### config.mk
export PLATFORM = sky130hd
export DESIGN_NAME = icache_fetcher
export DESIGN_NICKNAME = d
export VERILOG_FILES = /design/src/rtl/icache_fetcher.sv
export SDC_FILE = /design/constraint.sdc
export NUM_CORES = 1
export LEC_CHECK = 0
export BUFFER_PORTS_ARGS = -buffer_cell sky130_fd_sc_hd__buf_2
export CAP_MARGIN = 40
export CORE_MARGIN = 3
export CORE_UTILIZATION = 55
export CTS_CLUSTER_SIZE = 25
export DETAILED_ROUTE_END_ITERATION = 16
export PLACE_DENSITY = 0.7
export SLEW_MARGIN = 20
export SYNTH_ARGS = -nofsm -noshare
export SYNTH_HDL_FRONTEND = slang
export SYNTH_SLANG_ARGS = --single-unit
### constraint.sdc
create_clock -name clk -period 4.6 [get_ports clk]
set_clock_uncertainty 0.2 [all_clocks]
set_input_delay 0.92 -clock clk [delete_from_list [all_inputs] [get_ports clk]]
set_output_delay 0.92 -clock clk [all_outputs]
set_load 0.1 [all_outputs]
### src/rtl/icache_fetcher.sv
// Instruction fetch stage with a direct-mapped, one-instruction-per-line cache
// in front of the program-memory port; exports saturating hit/miss counters.
module icache_fetcher #(
  parameter int unsigned PROGRAM_MEM_ADDR_BITS = 8,
  parameter int unsigned PROGRAM_MEM_DATA_BITS = 16,
  parameter int unsigned CACHE_LINES           = 16,
  parameter int unsigned COUNTER_BITS          = 16
) (
  input  logic                             clk,
  input  logic                             reset,
  input  logic [2:0]                       core_state,
  input  logic [PROGRAM_MEM_ADDR_BITS-1:0] current_pc,
  input  logic                             flush,
  output logic                             mem_read_valid,
  output logic [PROGRAM_MEM_ADDR_BITS-1:0] mem_read_address,
  input  logic                             mem_read_ready,
  input  logic [PROGRAM_MEM_DATA_BITS-1:0] mem_read_data,
  output logic [2:0]                       fetcher_state,
  output logic [PROGRAM_MEM_DATA_BITS-1:0] instruction,
  output logic [COUNTER_BITS-1:0]          hit_count,
  output logic [COUNTER_BITS-1:0]          miss_count
);

  localparam int unsigned IDX_BITS = $clog2(CACHE_LINES);
  localparam int unsigned TAG_BITS = PROGRAM_MEM_ADDR_BITS - IDX_BITS;
  // A cache covering the whole address space has no tag bits; keep one constant-zero bit.
  localparam int unsigned TAG_W    = (TAG_BITS == 0) ? 1 : TAG_BITS;

  localparam logic [2:0] CORE_FETCH  = 3'b001;
  localparam logic [2:0] CORE_DECODE = 3'b010;

  typedef enum logic [2:0] {
    ST_IDLE     = 3'b000,
    ST_FETCHING = 3'b001,
    ST_FETCHED  = 3'b010
  } state_t;

  state_t                             state_q;
  logic                               mem_valid_q;
  logic [PROGRAM_MEM_ADDR_BITS-1:0]   mem_addr_q;
  logic [PROGRAM_MEM_DATA_BITS-1:0]   instr_q;
  logic [COUNTER_BITS-1:0]            hit_q;
  logic [COUNTER_BITS-1:0]            miss_q;

  logic [CACHE_LINES-1:0]             line_valid_q;
  logic [TAG_W-1:0]                   line_tag_q  [CACHE_LINES];
  logic [PROGRAM_MEM_DATA_BITS-1:0]   line_data_q [CACHE_LINES];

  logic [IDX_BITS-1:0]                lk_idx;
  logic [TAG_W-1:0]                   lk_tag;
  logic                               lk_hit;
  logic [IDX_BITS-1:0]                fill_idx;
  logic [TAG_W-1:0]                   fill_tag;

  // Lookup decodes the live pc; the fill reuses the latched request address.
  always_comb begin
    lk_idx   = IDX_BITS'(current_pc);
    lk_tag   = TAG_W'(current_pc >> IDX_BITS);
    lk_hit   = line_valid_q[lk_idx] && (line_tag_q[lk_idx] == lk_tag) && !flush;
    fill_idx = IDX_BITS'(mem_addr_q);
    fill_tag = TAG_W'(mem_addr_q >> IDX_BITS);
  end

  always_ff @(posedge clk) begin
    if (reset) begin
      state_q      <= ST_IDLE;
      mem_valid_q  <= 1'b0;
      mem_addr_q   <= '0;
      instr_q      <= '0;
      hit_q        <= '0;
      miss_q       <= '0;
      line_valid_q <= '0;
    end else begin
      case (state_q)
        ST_IDLE: begin
          if (core_state == CORE_FETCH) begin
            if (lk_hit) begin
              instr_q <= line_data_q[lk_idx];
              state_q <= ST_FETCHED;
              if (hit_q != '1) hit_q <= hit_q + COUNTER_BITS'(1);
            end else begin
              mem_valid_q <= 1'b1;
              mem_addr_q  <= current_pc;
              state_q     <= ST_FETCHING;
              if (miss_q != '1) miss_q <= miss_q + COUNTER_BITS'(1);
            end
          end
        end
        ST_FETCHING: begin
          if (mem_read_ready) begin
            mem_valid_q            <= 1'b0;
            instr_q                <= mem_read_data;
            state_q                <= ST_FETCHED;
            line_valid_q[fill_idx] <= 1'b1;
            line_tag_q[fill_idx]   <= fill_tag;
            line_data_q[fill_idx]  <= mem_read_data;
          end
        end
        ST_FETCHED: begin
          if (core_state == CORE_DECODE) state_q <= ST_IDLE;
        end
        default: state_q <= ST_IDLE;
      endcase
      // Placed last so a flush overrides a same-cycle fill's valid bit.
      if (flush) line_valid_q <= '0;
    end
  end

  assign mem_read_valid   = mem_valid_q;
  assign mem_read_address = mem_addr_q;
  assign fetcher_state    = state_q;
  assign instruction      = instr_q;
  assign hit_count        = hit_q;
  assign miss_count       = miss_q;

endmodule

== Word level (Yosys, flattened, before mapping) ==
Memories as Yosys holds them, arrays and structs flattened.
Cells that the tools add are included.

* Register bits after elaboration: 76
* Bits in latches: 0
* RAM bits: 320
* Memory bits (read-only): 0
* Input port bits: 31
* Output and inout port bits: 60
* Word-level logic and storage cells: 63
* Memories: 2

* Add/sub/neg operators: 2
* Multiply operators: 0
* Div/mod/pow operators: 0
* Magnitude comparators: 3
* Equality and inequality tests: 12
* Shift operators: 0
* Multiplexer cells: 21
* Bitwise gates (word level): 2
* Reductions and logical operators: 14

{| class="wikitable"
|+ Memory list
! memory !! depth !! width !! rd ports !! clocked after memory_dff !! wr ports !! line !! text
|-
| line_data_q || 16 || 16 || 1 || 0 || 1 || 47 || <nowiki>logic [PROGRAM_MEM_DATA_BITS-1:0] line_data_q [CACHE_LINES];</nowiki>
|-
| line_tag_q || 16 || 4 || 1 || 0 || 1 || 46 || <nowiki>logic [TAG_W-1:0] line_tag_q [CACHE_LINES];</nowiki>
|}

{| class="wikitable"
|+ Operators by type and width
! kind !! number
|-
| 16-bit 2-to-1 mux || 3
|-
| 16-bit by 1-bit adder with 16-bit output, second input constant || 2
|-
| 16-bit != test, second input constant || 2
|-
| 16-bit case mux with 2 select lines || 1
|-
| 16-bit OR || 1
|-
| 4-bit AND reduction || 4
|-
| 4-bit by 5-bit less-than comparator with 1-bit output, second input constant || 2
|-
| 2-bit != test, second input constant || 5
|-
| 1-bit 2-to-1 mux || 9
|-
| 3-bit 2-to-1 mux || 3
|-
| 3-bit case mux with 3 select lines || 1
|-
| 3-bit by 1-bit == test with 1-bit output, second input constant || 2
|-
| 3-bit by 2-bit == test with 1-bit output, second input constant || 2
|-
| 3-bit AND reduction || 2
|-
| 1-bit binary-select mux with 4-bit select || 1
|-
| 1-bit demux with 4-bit select || 1
|-
| 4-bit == test || 1
|-
| 4-bit by 1-bit greater-or-equal comparator with 1-bit output, second input constant || 1
|-
| 1-bit logical AND || 3
|-
| 3-bit logical NOT || 1
|-
| 2-bit 2-to-1 mux || 1
|-
| 1-bit case mux with 2 select lines || 1
|-
| 2-bit AND reduction || 1
|-
| 2-bit nonzero test || 1
|-
| other kinds (3) || 3
|}

== Logic depth before layout (Yosys ltp) ==
Gate-level depths: netlist of the first run.

* Word-level depth: 7
* Depth in mapped cells: 11
* Mapped depth without buffers: 8

== Worst setup path before layout of the first run ==
OpenSTA, ideal clock, no wires.

* Path type: in2reg
* Start: in current_pc[0]
* End: reg miss_q[10] (netlist: miss_count[10])
* Library setup time: 121 ps
* Arrival: 3,243 ps
* Required time: 4,279 ps
* Setup slack: 1,036 ps
* Stages on the path: 9
* Path buffers: 2
* Path through: buf_6 mux4_2 mux4_2 xnor2_2 o21ai_2 o21ai_1 buf_2 nor4b_1 mux2_2

* Longest elaborated chain between the ends: 6
* Elaborated cells on any way between the ends: 8
* Classes of those cells: eq/ne (1); mux (2); bitwise (1); reduce/logical (3); memory (1)

{| class="wikitable"
|+ RTL lines
! element !! line !! text
|-
| from (decl) || 12 || <nowiki>input logic [PROGRAM_MEM_ADDR_BITS-1:0] current_pc,</nowiki>
|-
| memory 16 x 4 bit or 1-bit binary-select mux with 4-bit select (tied branches) || -- ||
|-
| 4-bit == test or 1-bit 2-to-1 mux (tied branches) || 59 || <nowiki>lk_hit = line_valid_q[lk_idx] && (line_tag_q[lk_idx] == lk_tag) && !flush;</nowiki>
|-
| 1-bit logical AND (*) (2 in series) || 59 ||
|-
| 1-bit inverter (no line) (*) || -- ||
|-
| 4-bit AND reduction (no line) (*) || -- ||
|-
| to (signal assigned) || 85 || <nowiki>if (miss_q != '1) miss_q <= miss_q + COUNTER_BITS'(1);</nowiki>
|-
| to (decl) || 43 || <nowiki>logic [COUNTER_BITS-1:0] miss_q;</nowiki>
|}

Every way passes the cells marked *; elsewhere a longest branch is shown, timed or not. The select of a mux whose other input is x is not followed.
A chain may end at the register's enable or synchronous reset.

== Worst setup path in the final report of the first run ==
* Start: in current_pc[0]
* End: reg miss_q[7] (netlist: miss_count[7])

The elaborated chain is that of the path after synthesis.

==> results of run 1 <==
[cell families (layout without fill, tap and decap cells)]
kind of cell               after synthesis  after routing  synth area share
xor gates and xnor gates                 9              9           0.00551
adders and majority gates                2              2           0.00160
other                                    1              1          0.000239
DFF                                    395            395             0.709
buffers and inverters                   61            208            0.0182
muxes                                  134            134             0.167
and+or+nand+nor                        188            188            0.0596
AOI/OAI and AO/OA                       89             89            0.0385
[registers in the layout (all words and copies together) (netlist names)]
name and count:
line_valid_q 16, hit_count 16, mem_read_address 8, instruction 16, line_tag_q 64, miss_count 16, mem_read_valid 1, line_data_q 256
fetcher_state 2
[area by class of cell]
| class | instances | area, µm² | share of cell area |
|---|---|---|---|
| Clock buffer | 67 | 1230 | 0.0685 |
| Inverter | 13 | 48.8 | 0.00272 |
| Multi-Input combinational cell | 423 | 4310 | 0.240 |
| Timing Repair Buffer | 120 | 693 | 0.0386 |
| Sequential cell | 395 | 11100 | 0.619 |
| Tap cell | 378 | 473 | 0.0263 |
| Clock inverter | 8 | 90.1 | 0.00502 |
[routing by layer]
metal / up-vias / track usage / share of wire
met4: 2 / 0.0608 / 0.023
met5: - / 0 / 0.00039
met1: 4330 / 0.325 / 0.41
met3: 63 / 0.0341 / 0.080
met2: 367 / 0.362 / 0.49
li1: 3769 / - / -
[synthesized netlist by cell type, types with 4 or more instances]
master                     count  area, µm²
sky130_fd_sc_hd__and2_1        4       25.0
sky130_fd_sc_hd__nor3_1       11       55.1
sky130_fd_sc_hd__nor2_1       85        319
sky130_fd_sc_hd__nor2b_1      15       93.8
sky130_fd_sc_hd__a211oi_1     17        128
sky130_fd_sc_hd__or2_2         4       25.0
sky130_fd_sc_hd__mux2_1        4       45.0
sky130_fd_sc_hd__a21oi_1      29        145
sky130_fd_sc_hd__buf_2         9       45.0
sky130_fd_sc_hd__mux4_2      101       2270
sky130_fd_sc_hd__o21ai_0       6       30.0
sky130_fd_sc_hd__or3_1         5       31.3
sky130_fd_sc_hd__a31oi_1       5       31.3
sky130_fd_sc_hd__edfxtp_1    320       9610
sky130_fd_sc_hd__xor2_1        4       35.0
sky130_fd_sc_hd__clkbuf_1     24       90.1
sky130_fd_sc_hd__dfxtp_1      75       1500
sky130_fd_sc_hd__inv_1        12       45.0
sky130_fd_sc_hd__nand3_1      12       60.1
sky130_fd_sc_hd__xnor2_1       4       35.0
sky130_fd_sc_hd__nand4_1       9       56.3
sky130_fd_sc_hd__nand2b_1      7       43.8
sky130_fd_sc_hd__mux2i_1      26        260
sky130_fd_sc_hd__and3_1        4       25.0
sky130_fd_sc_hd__nand2_1      17       63.8
sky130_fd_sc_hd__buf_4         6       45.0
sky130_fd_sc_hd__or4_1         6       45.0
sky130_fd_sc_hd__buf_1         6       22.5
sky130_fd_sc_hd__o31ai_1       4       30.0
[per-stage QoR]
step / util / instances
3_3_place_gp: 0.595 / 1328
2_1_floorplan: - / 879
5_1_grt: 0.643 / 1404
3_5_place_dp: 0.595 / 1328
4_1_cts: 0.643 / 1403
6_report: 0.643 / 1404
[how the worst max path moves through the flow]
stage / from / to / slack [ns] / depth (start not counted)
2_1_floorplan: current_pc[0] / miss_count[10] / 1.04 / 9
6_report: current_pc[0] / miss_count[7] / 1.14 / 8
3_3_place_gp: current_pc[0] / miss_count[7] / 0.61 / 8
4_1_cts: current_pc[0] / miss_count[7] / 1.13 / 8
5_1_grt: current_pc[0] / miss_count[15] / 0.94 / 8
3_5_place_dp: current_pc[0] / miss_count[7] / 0.59 / 8
[critical path, cell delays in order]
cell                        delay (ns)
sky130_fd_sc_hd__buf_4            0.32
sky130_fd_sc_hd__mux4_2           0.55
sky130_fd_sc_hd__mux2i_1          0.17
sky130_fd_sc_hd__xor2_1           0.10
sky130_fd_sc_hd__o2111ai_2        0.53
sky130_fd_sc_hd__o21ai_1          0.41
sky130_fd_sc_hd__or4bb_1          0.55
sky130_fd_sc_hd__a21oi_1          0.14
[power breakdown]
part / internal [mW] / switching, mW / leakage [nW]
combinational: 0.133 / 0.236 / 1.96
sequential: 3.86 / 0.0149 / 3.58
clock: 1.89 / 1.31 / 0.646
==> impl_summary.md, run 1 <==
Critical path
The kind of end point of the critical path is a flip-flop. At the worst endpoint, the arrival time is 3.70 ns. The setup path with the least slack is of type primary input to flip-flop. The worst setup path is launched from a primary input. The origin of the critical flop-to-flop path is line_tag_q[15][1]. The setup check on the worst reg-to-reg path leaves a slack of 1.58 ns.

The worst register-to-register path ends at miss_count[7]. STA puts the critical path data required time at 4.84 ns. The largest fanout on the critical path is 20. The path depth of the worst reg2reg path is 7.

Floorplan
91 I/O pins were placed. The die covers 30500 µm². The floorplan core area is 27900 µm². The width of the die is 175 µm.

In this run the vertical extent of the chip is 175 µm. The number of core rows is 61. The starting density of the core is 0.561.

Synth
Counting every instance in the synthesized netlist gives 879. When the netlist entered floorplanning its net count stood at 912. For this run, the number of Yosys warnings is 0. The count of flip-flops with a built-in enable after synthesis is 320. The share of flip-flops with an asynchronous set or reset is 0. The mapped cell area is 15700 µm². In the synthesized netlist the dominant register cell turns out to be sky130_fd_sc_hd__edfxtp_1. Counting distinct cell types in the post-synthesis netlist gives 60. Of the synthesized area, sequential elements account for 0.709. The flop and latch count out of synthesis is 395.

A synthesized cell averages 17.8 µm².

CTS
The clock latency of the later-clocked register in the worst-skew pair is 0.54 ns. The clock net in this run drives a total of 395 sinks. The clock transition at the registers of the reported paths is 0.06 ns.

The deepest level of the CTS H-tree is 2. The tree is rooted in a sky130_fd_sc_hd__clkbuf_16. After clock tree synthesis, the flow added hold-fix buffers numbering 0. The CTS tree is built. The maximum buffer depth of the clock tree is 3. The number of buffers created by CTS is 41. The number of setup buffers added after CTS is 0. After clock tree synthesis, the repair step resized 0 gates.

Power and ir drop
The overall power after layout is 7.45 mW. The analysis attributes to cell leakage a power of 6.19 nW. The worst supply voltage drop on vdd is 0.313 mV. The power per cell area is 415 nW/µm².

Flow run
Max-cap violations in this run came to 0.

Drt
Dividing the detail-routed wire length by the instance count gives 23.9 µm. Once detail routing completed, the nets flagged for antenna violations numbered 0. In the routed design, unresolved DRC markers number 0. After the first detailed-routing iteration, the DRC count stood at 857.

Before antenna repair, the detailed router went through 5 iterations. The via density per instance is 6.08. The overall routed net length is 33.6 mm. The total via count in the routed design is 8531.

Finish
The total number of nets in the final design is 1027. Fill cells in the final layout number 1965. In the final layout, the share of cells above drive strength 1 is 0.304. The finished cells cover 18000 µm². Leaving out fill and tap cells, the most frequent cell in the layout is sky130_fd_sc_hd__edfxtp_1. 0 antenna diodes ended up in the layout. From synthesis to final layout, the design area changed by 14.6%. The library cells used most frequently in the layout, excluding fill and tap cells, are sky130_fd_sc_hd__edfxtp_1, sky130_fd_sc_hd__mux4_2, sky130_fd_sc_hd__buf_2.

Timing
Of the available clock period, the critical path in the final layout requires 0.751. The fmax is 0.289 GHz. In the final timing run, aggregate negative setup slack is 0 ns. The final hold slack is 0.267 ns.

The final count of pins violating max slew is 0. The final critical delay including setup and external delays is 3.46 ns. Setup repair after global routing left no endpoint under its margin. The total count of hold-check failures in the final report is 0. Once routing completed, OpenROAD measured the worst setup slack at 1.14 ns.

At the pin with the least slew margin, the transition time is 0.784 ns. The total of endpoints with negative setup slack in the final report is 0. The relative max-transition margin is 0.473.

Placed design
In this run the tool buffered the top-level ports with 89 buffer cells. The final weighted congestion of routability-driven global placement is 0.778. The instance area at placement is 16600 µm². At the placement stage, the worst setup path has a slack of 0.595 ns. Summed over all nets, the half-perimeter wirelength after detailed placement is 18.5 mm.

Global routing
The initial antenna violation count came to 1. The total congestion overflow is 0. The via count of the first global-routing pass is 8572. The first-pass GRT wire length is 51.8 mm. The overall fraction of global-route tracks in use is 0.224.

The largest net degree at the start of global routing is 48.

Worst hold path
For hold timing, the worst endpoint is line_valid_q[12]. The path class of the tightest hold or removal check is flip-flop to flip-flop. The instance count along the most critical hold path is 2. The beginning of the worst hold path is line_valid_q[12].

Run status
The run finished with clean final reports.
No activity file was read; power rests on OpenSTA's default activity.
==> run 2: changes to the inputs <==
==> constraint.sdc (replaced) <==
create_clock -name clk -period 3.2 [get_ports clk]
set_clock_uncertainty 0.2 [all_clocks]
set_input_delay 0.64 -clock clk [delete_from_list [all_inputs] [get_ports clk]]
set_output_delay 0.64 -clock clk [all_outputs]
set_load 0.1 [all_outputs]
==> run 2 against run 1 <==
Non-clock buffer count grew 20. Cell count grew 1.4%. Via count is essentially flat. Sequential share of layout area shrank 0.86 points. Sequential power grew 44%. First-iteration DRC count shrank 7.9%. Combinational power grew 50%. Largest cell class unchanged. Sequential cell count is the same. Routed wire length shrank 0.38%. Worst hold slack lost 0.061 ns.
==> impl_summary.md, run 2 (synthesized netlist as in run 1, its figures left out) <==
Timing
The total of endpoints with negative setup slack in the final report is 0 (unchanged). The setup slack of the critical path after layout was 0.233 ns (-0.910 ns). For the finished layout, the period the worst path requires is 2.97 ns. Setup repair after global routing left no endpoint under its margin.

The pin slew with the least headroom to its limit was 0.769 ns (-0.0157 ns). The share of the cycle needed by the critical path after routing is 0.927. The relative max-transition margin is 0.484 (+0.0105).

The final count of pins violating max slew came to 0 (unchanged). The total count of hold-check failures in the final report is 0 (unchanged). The fmax is 0.337 GHz.

Power and ir drop
The worst supply voltage drop on vdd was 0.481 mV (+54%). The clock network fraction of total power came to 0.432 (+0.002). The power per cell area is 592 nW/µm² (+43%). The switching power was 2.23 mW (+43%). The overall power after layout is 10.8 mW (+45%). The power share of the combinational group is 0.051 (+0.002). The share of total power in sequential cells is 0.517 (-0.004).

The switching part of the total power is 0.207 (-0.00290). The static leakage was 6.32 nW (+2.1%). The internal cell power came to 8.55 mW (+45%).

Finish
The register with the highest flop count is line_data_q. The non-filler instance count after layout is 1424 (+1.4%). The largest registers in the layout are line_data_q x256, line_tag_q x64. The library cells used most frequently in the layout, excluding fill and tap cells, are sky130_fd_sc_hd__edfxtp_1, sky130_fd_sc_hd__mux4_2, sky130_fd_sc_hd__buf_2. The number of flip-flops in the largest register was 256 (unchanged). The leading cell type in the layout, fill and taps excluded is sky130_fd_sc_hd__edfxtp_1.

The proportion of layout cells with a drive suffix above 1 is 0.318 (+0.0136). The area growth from synthesis to final layout is 16.3%. The total number of nets in the final design came to 1047 (+1.9%).

Critical path
The kind of start point of the critical path is a primary input. The internal reg-to-reg setup slack is 0.26 ns (-1.32 ns). The worst endpoint data arrival time is 3.22 ns (-0.48 ns). The path depth of the worst reg2reg path was 8 (+1). STA classifies the critical path endpoint as a flip-flop. The data required time of the critical path came to 3.46 ns (-1.38 ns). The endpoint identified for the worst register-to-register timing path is miss_count[8]. The largest fanout on the critical path came to 20 (unchanged). The kind of critical path is primary input to flip-flop. In this run the critical register-to-register path is launched from line_tag_q[3][3].

Global routing
The first-pass GRT wire length came to 51.3 mm (-0.94%). The initial antenna violation count is 2 (+1). The total congestion overflow is 0 (unchanged). The largest net degree at the start of global routing is 62 (+29%).

The overall fraction of global-route tracks in use is 0.222 (-0.00150). The via count of the first global-routing pass was 8639 (+0.78%).

CTS
The maximum buffer depth of the clock tree was 3 (unchanged). The clock latency of the later-clocked register in the worst-skew pair is 0.53 ns (about the same). The post-cts gate resize count is 0 (unchanged). TritonCTS built the clock tree. The clock transition at the registers of the reported paths is 0.06 ns (about the same). The number of buffers created by CTS is 41 (unchanged). The deepest level of the CTS H-tree is 2 (unchanged). The total of hold buffers inserted after clock tree synthesis is 0 (unchanged). The post-CTS setup buffer count was 0 (unchanged). The clock tree root driver cell is sky130_fd_sc_hd__clkbuf_16. The number of sinks handled by clock tree synthesis is 395 (unchanged).

Drt
The routed wirelength normalized by instance count is 23.5 µm (-1.8%). The total DRC errors in the routed layout is 0 (unchanged). The iteration-0 DRC count of the detailed router is 789 (-7.9%). The via density per instance came to 5.99 (-1.5%).

The number of detailed-routing iterations run before antenna repair is 5 (unchanged). The overall routed net length was 33.4 mm (-0.38%). The post-route antenna net violation count is 0 (unchanged). The total via count in the routed design is 8523 (-0.094%).

Floorplan
The height of the die is 175 µm (unchanged). The number of core rows is 61 (unchanged). The top-level I/O count is 91 (unchanged). The starting density of the core is 0.561 (unchanged). The width of the die is 175 µm (unchanged). The die area is 30500 µm² (unchanged). The floorplan core area is 27900 µm² (unchanged).

Flow run
The number of max-capacitance violations reported is 0 (unchanged).

Placed design
The setup slack at placement is -0.324 ns (-0.919 ns). The sum of net half-perimeters after detailed placement is 19.3 mm (+4.1%). The final weighted congestion of routability-driven global placement is 0.764 (-1.9%). The port buffer count is 89 (unchanged). The number of placed instances with taps included was 1349 (+1.6%).

Worst hold path
The beginning of the worst hold path is current_pc[4]. In this run the worst hold path is classified as primary input to flip-flop. The worst hold path terminates at mem_read_address[4]. The instance count along the most critical hold path is 3 (+1).

Run status
The flow ran to the end, and the final reports show no timing, DRC or antenna violations.
run 2: worst max-delay path by stage:
stage | cells after the start | slack (ns) | to | startpoint
after floorplan | 9 | 0.02 | miss_count[3] | current_pc[0]
after global placement | 10 | -0.23 | miss_count[3] | current_pc[0]
after detailed placement | 11 | -0.32 | instruction[0] | current_pc[0]
after CTS | 11 | 0.24 | instruction[0] | current_pc[0]
after global routing | 11 | 0.01 | instruction[0] | current_pc[0]
final | 10 | 0.23 | miss_count[8] | current_pc[0]
run 2: worst max-delay path, stage by stage:
cell and delay, ns:
sky130_fd_sc_hd__buf_4 0.18, sky130_fd_sc_hd__buf_4 0.21, sky130_fd_sc_hd__mux4_2 0.53, sky130_fd_sc_hd__o221a_1 0.28, sky130_fd_sc_hd__o21a_1 0.13, sky130_fd_sc_hd__o21ai_2 0.26, sky130_fd_sc_hd__o21ai_2 0.12, sky130_fd_sc_hd__buf_12 0.19
sky130_fd_sc_hd__or4b_1 0.51, sky130_fd_sc_hd__a21oi_1 0.15
run 2: power groups by stage:
stage / Clock [mW] / Combinational (mW) / Sequential (mW)
after floorplan: 0 / 0.294 / 5.77
after global placement: 0 / 0.549 / 5.68
after detailed placement: 0 / 0.560 / 5.68
after CTS: 4.74 / 0.561 / 5.57
after global routing: 4.94 / 0.595 / 5.57
final: 4.65 / 0.554 / 5.57
run 2: final cells by class:
| class | count | area [µm²] |
|---|---|---|
| tap | 378 | 473 |
| fill | 1955 | 9730 |
| sequential | 395 | 11100 |
| timing repair buffer | 140 | 933 |
| antenna | 1 | 2.50 |
| multi-input combinational | 423 | 4320 |
| clock inverter | 17 | 190 |
| inverter | 13 | 48.8 |
| clock buffer | 57 | 1130 |
run 2: metrics by stage:
stage / hold slack (ns) / utilization / TNS (ns) / cell area (µm²)
after floorplan: 0.231 / - / 0 / 15700
after global placement: 0.244 / 0.605 / -9.30 / 16900
after detailed placement: 0.247 / 0.605 / -13.27 / 16900
after CTS: 0.193 / 0.652 / 0 / 18200
after global routing: 0.221 / 0.652 / 0 / 18200
final: 0.205 / 0.652 / 0 / 18200
run 2: per-layer routing:
layer | global-route usage | share of wire
met5 | 0 | 0.00039
met4 | 0.0748 | 0.027
met3 | 0.0359 | 0.069
met2 | 0.367 | 0.50
met1 | 0.308 | 0.41
==> run 3: changes to the inputs <==
--- a/config.mk
+++ b/config.mk
@@ -6,12 +6,12 @@
 export NUM_CORES = 1
 export LEC_CHECK = 0
 export BUFFER_PORTS_ARGS = -buffer_cell sky130_fd_sc_hd__buf_2
-export CAP_MARGIN = 40
+export CAP_MARGIN = 30
 export CORE_MARGIN = 3
 export CORE_UTILIZATION = 55
 export CTS_CLUSTER_SIZE = 25
 export DETAILED_ROUTE_END_ITERATION = 16
-export PLACE_DENSITY = 0.7
+export PLACE_DENSITY = 0.73
 export SLEW_MARGIN = 20
 export SYNTH_ARGS = -nofsm -noshare
 export SYNTH_HDL_FRONTEND = slang
==> constraint.sdc (replaced) <==
create_clock -name clk -period 2.39 [get_ports clk]
set_clock_uncertainty 0.2 [all_clocks]
set_input_delay 0.478 -clock clk [delete_from_list [all_inputs] [get_ports clk]]
set_output_delay 0.478 -clock clk [all_outputs]
set_load 0.1 [all_outputs]
==> run 3 against run 2 <==
The flow now finishes with violations (negative setup slack). Die area unchanged. Sequential power grew 34%. Register-to-register slack got worse by 0.67 ns. Critical endpoint is now hit_count[15]. Largest cell class unchanged.
==> impl_summary.md, run 3 (synthesized netlist as in run 1, its figures left out) <==
Run status
The flow ran to the end, but the final reports show violations. The final reports fail on negative setup slack.

Drt
The total via count in the routed design is 8836 (+3.7%). The number of detailed-routing iterations run before antenna repair is 5 (unchanged). The routed wirelength normalized by instance count came to 23.7 µm (+0.83%).

The post-route met1 wirelength is 14.1 mm (+3.7%). The total length of routed met3 wires was 2.59 mm (+12%). The iteration-0 DRC count of the detailed router came to 877 (+11%). The post-route antenna net violation count is 0 (unchanged). The length of routed met2 wiring came to 17.3 mm (+4.1%). The overall routed net length is 34.6 mm (+3.5%). Signal routing reaches up to met5. The via density per instance came to 6.04 (+0.98%).

The total DRC errors in the routed layout is 0 (unchanged).

Floorplan
The width of the die is 175 µm (unchanged). The height of the die was 175 µm (unchanged). The number of core rows came to 61 (unchanged). The top-level I/O count is 91 (unchanged).

The die area is 30500 µm² (unchanged). The floorplan core area is 27900 µm² (unchanged). The starting density of the core came to 0.561 (unchanged).

Finish
The number of flip-flops in the largest register is 256 (unchanged). The non-filler instance count after layout is 1462 (+2.7%). The area of combinational cells with multiple inputs is 4590 µm² (+6.2%). The fill cell total of the finished layout is 1879 (-3.9%). The total number of nets in the final design is 1086 (+3.7%). In the final layout, the registers with the most flip-flops are line_data_q x256, line_tag_q x64. From synthesis to final layout, the design area changed by 21.2%.

The proportion of layout cells with a drive suffix above 1 came to 0.377 (+0.0596). The number of diodes added for antenna fixing came to 0 (-1). The register with the highest flop count is line_data_q. The top cell types in the final layout, fill and taps aside, are sky130_fd_sc_hd__edfxtp_1, sky130_fd_sc_hd__mux4_2, sky130_fd_sc_hd__buf_2. The leading cell type in the layout, fill and taps excluded is sky130_fd_sc_hd__edfxtp_1. The flip-flop and latch area was 11100 µm² (+0.17%).

Power and ir drop
The overall power after layout is 14.2 mW (+32%). The static leakage is 6.60 nW (+4.4%). The worst supply voltage drop on vdd is 0.645 mV (+34%). The power per cell area is 749 nW/µm² (+26%).

Global routing
The total congestion overflow is 0 (unchanged). The overall fraction of global-route tracks in use came to 0.226 (+0.00383). The via count of the first global-routing pass is 8826 (+2.2%). The initial antenna violation count was 1 (-1).

The first-pass GRT wire length is 52.6 mm (+2.4%). The largest net degree at the start of global routing is 59 (-4.8%).

Timing
The fmax is 0.358 GHz. The total count of hold-check failures in the final report came to 0 (unchanged). For the finished layout, the period the worst path requires is 2.80 ns. The setup slack of the critical path after layout was -0.405 ns (-0.639 ns). The sum of negative setup slack is -17.85 ns (-17.85 ns). The pin slew with the least headroom to its limit is 0.880 ns (+0.111 ns). The share of the cycle needed by the critical path after routing is 1.17. The final count of pins violating max slew is 0 (unchanged). The final hold slack is 0.0544 ns (-0.151 ns). Setup repair after global routing could not meet its margin everywhere. The relative max-transition margin is 0.413 (-0.0702).

The total of endpoints with negative setup slack in the final report is 59 (+59).

CTS
The number of sinks handled by clock tree synthesis is 395 (unchanged). The number of buffers created by CTS is 40 (-2.4%). The total of hold buffers inserted after clock tree synthesis came to 0 (unchanged). The maximum buffer depth of the clock tree is 3 (unchanged).

TritonCTS built the clock tree. The clock latency of the later-clocked register in the worst-skew pair is 0.52 ns (about the same). The clock tree root driver cell is sky130_fd_sc_hd__clkbuf_16. The deepest level of the CTS H-tree was 2 (unchanged). The clock transition at the registers of the reported paths came to 0.06 ns (about the same).

Placed design
The number of placed instances with taps included came to 1381 (+2.4%). The final weighted congestion of routability-driven global placement came to 0.816 (+6.9%). The sum of net half-perimeters after detailed placement is 20.0 mm (+3.7%). The port buffer count came to 89 (unchanged).

Critical path
The largest fanout on the critical path is 6 (-70%). The most critical setup path has its endpoint at hit_count[15]. The stage delay of the slowest cell on the critical path is 0.55 ns (+0.02 ns). The data required time of the critical path is 2.59 ns (-0.87 ns).

The critical path goes through mux4_2, mux4_2, xnor2_4, o21ai_4, nor3b_4, buf_6, nand4_1, mux2_1. The internal reg-to-reg setup slack is -0.41 ns (-0.67 ns). In this design, the critical path's most frequently occurring cell is sky130_fd_sc_hd__mux4_2. The path depth of the worst reg2reg path came to 8 (unchanged). The worst setup path is captured at a flip-flop. The worst setup path is launched from a flip-flop.

The beginning of the critical path is line_tag_q[0][3]. The logic depth of the worst path, buffers included was 8 (-2). The kind of cell with the highest combined delay along the critical path is multiplexers. The worst endpoint data arrival time was 3.00 ns (-0.22 ns). The cell type of the slowest stage on the worst timing path is sky130_fd_sc_hd__mux4_2. The critical path is of the flip-flop to flip-flop type.

The count of buffering cells on the critical path with inverters included was 1 (-2). The critical register-to-register path endpoint is hit_count[15]. The origin of the critical flop-to-flop path is line_tag_q[0][3].

Worst hold path
In this run the worst hold path is classified as primary input to flip-flop. The worst hold path begins at current_pc[6].

Flow run
The number of max-capacitance violations reported is 0 (unchanged).
## run 3: cell count changes in the layout (fill, tap and decap cells not counted), moves of 6 or more
cell and delta:
sky130_fd_sc_hd__a21oi_1 -6, sky130_fd_sc_hd__a21oi_2 +6, sky130_fd_sc_hd__buf_12 +14, sky130_fd_sc_hd__buf_4 +16
sky130_fd_sc_hd__buf_6 +8, sky130_fd_sc_hd__clkinv_2 +7, sky130_fd_sc_hd__dfxtp_1 -7, sky130_fd_sc_hd__nor2_2 -15
sky130_fd_sc_hd__nor2_4 +17
## run 3: metal layers
layer  vias up  track usage
li1       3880            -
met1      4553        0.326
met2       350        0.369
met3        51       0.0350
met4         2       0.0575
met5         -            0
## run 3: worst min-delay path: cells and delay by family
kind                   cells  cell delay [ns]
and+or+nand+nor            1             0.07
muxes                      1             0.07
buffers and inverters      1             0.11
## run 3: final cells by class
type / count / area share
well taps: 378 / 0.0249
inverters: 13 / 0.00257
clock inverters: 20 / 0.00811
clock buffers: 53 / 0.0586
flip-flops and latches: 395 / 0.586
repair buffers: 180 / 0.0778
multi-input cells: 423 / 0.242
## run 3: how the worst min path moves through the flow
stage,to,slack [ns],depth (start not counted)
after floorplan,line_valid_q[12],0.23,2
after global placement,line_valid_q[13],0.25,2
after detailed placement,line_valid_q[13],0.26,2
after CTS,mem_read_address[6],0.04,3
after global routing,mem_read_address[6],0.08,3
final,mem_read_address[6],0.05,3
## run 3: repair_timing
item / 4_1_cts / 5_1_grt
pin swaps: 4 / 7
endpoints found under the setup margin: 59 / 59
endpoints found under the hold margin: 0 / 0
buffers inserted: 4 / 3
resized for setup: 24 / 14
gates cloned: 2 / 1
## run 3: per-stage QoR
stage / cell area, µm² / setup WS [ns] / utilization
finish: 19000 / -0.405 / 0.680
global route: 19000 / -0.523 / 0.680
CTS: 18900 / -0.441 / 0.675
detailed placement: 17400 / -0.974 / 0.624
global placement: 17400 / -0.917 / 0.624
floorplan: 15900 / -0.610 / -
## run 3: report_power, final
| group | leakage, nW | internal, mW | total [mW] | switching (mW) |
|---|---|---|---|---|
| combinational | 2.39 | 0.311 | 0.802 | 0.491 |
| clock | 0.627 | 3.50 | 5.96 | 2.46 |
| sequential | 3.58 | 7.43 | 7.45 | 0.0191 |
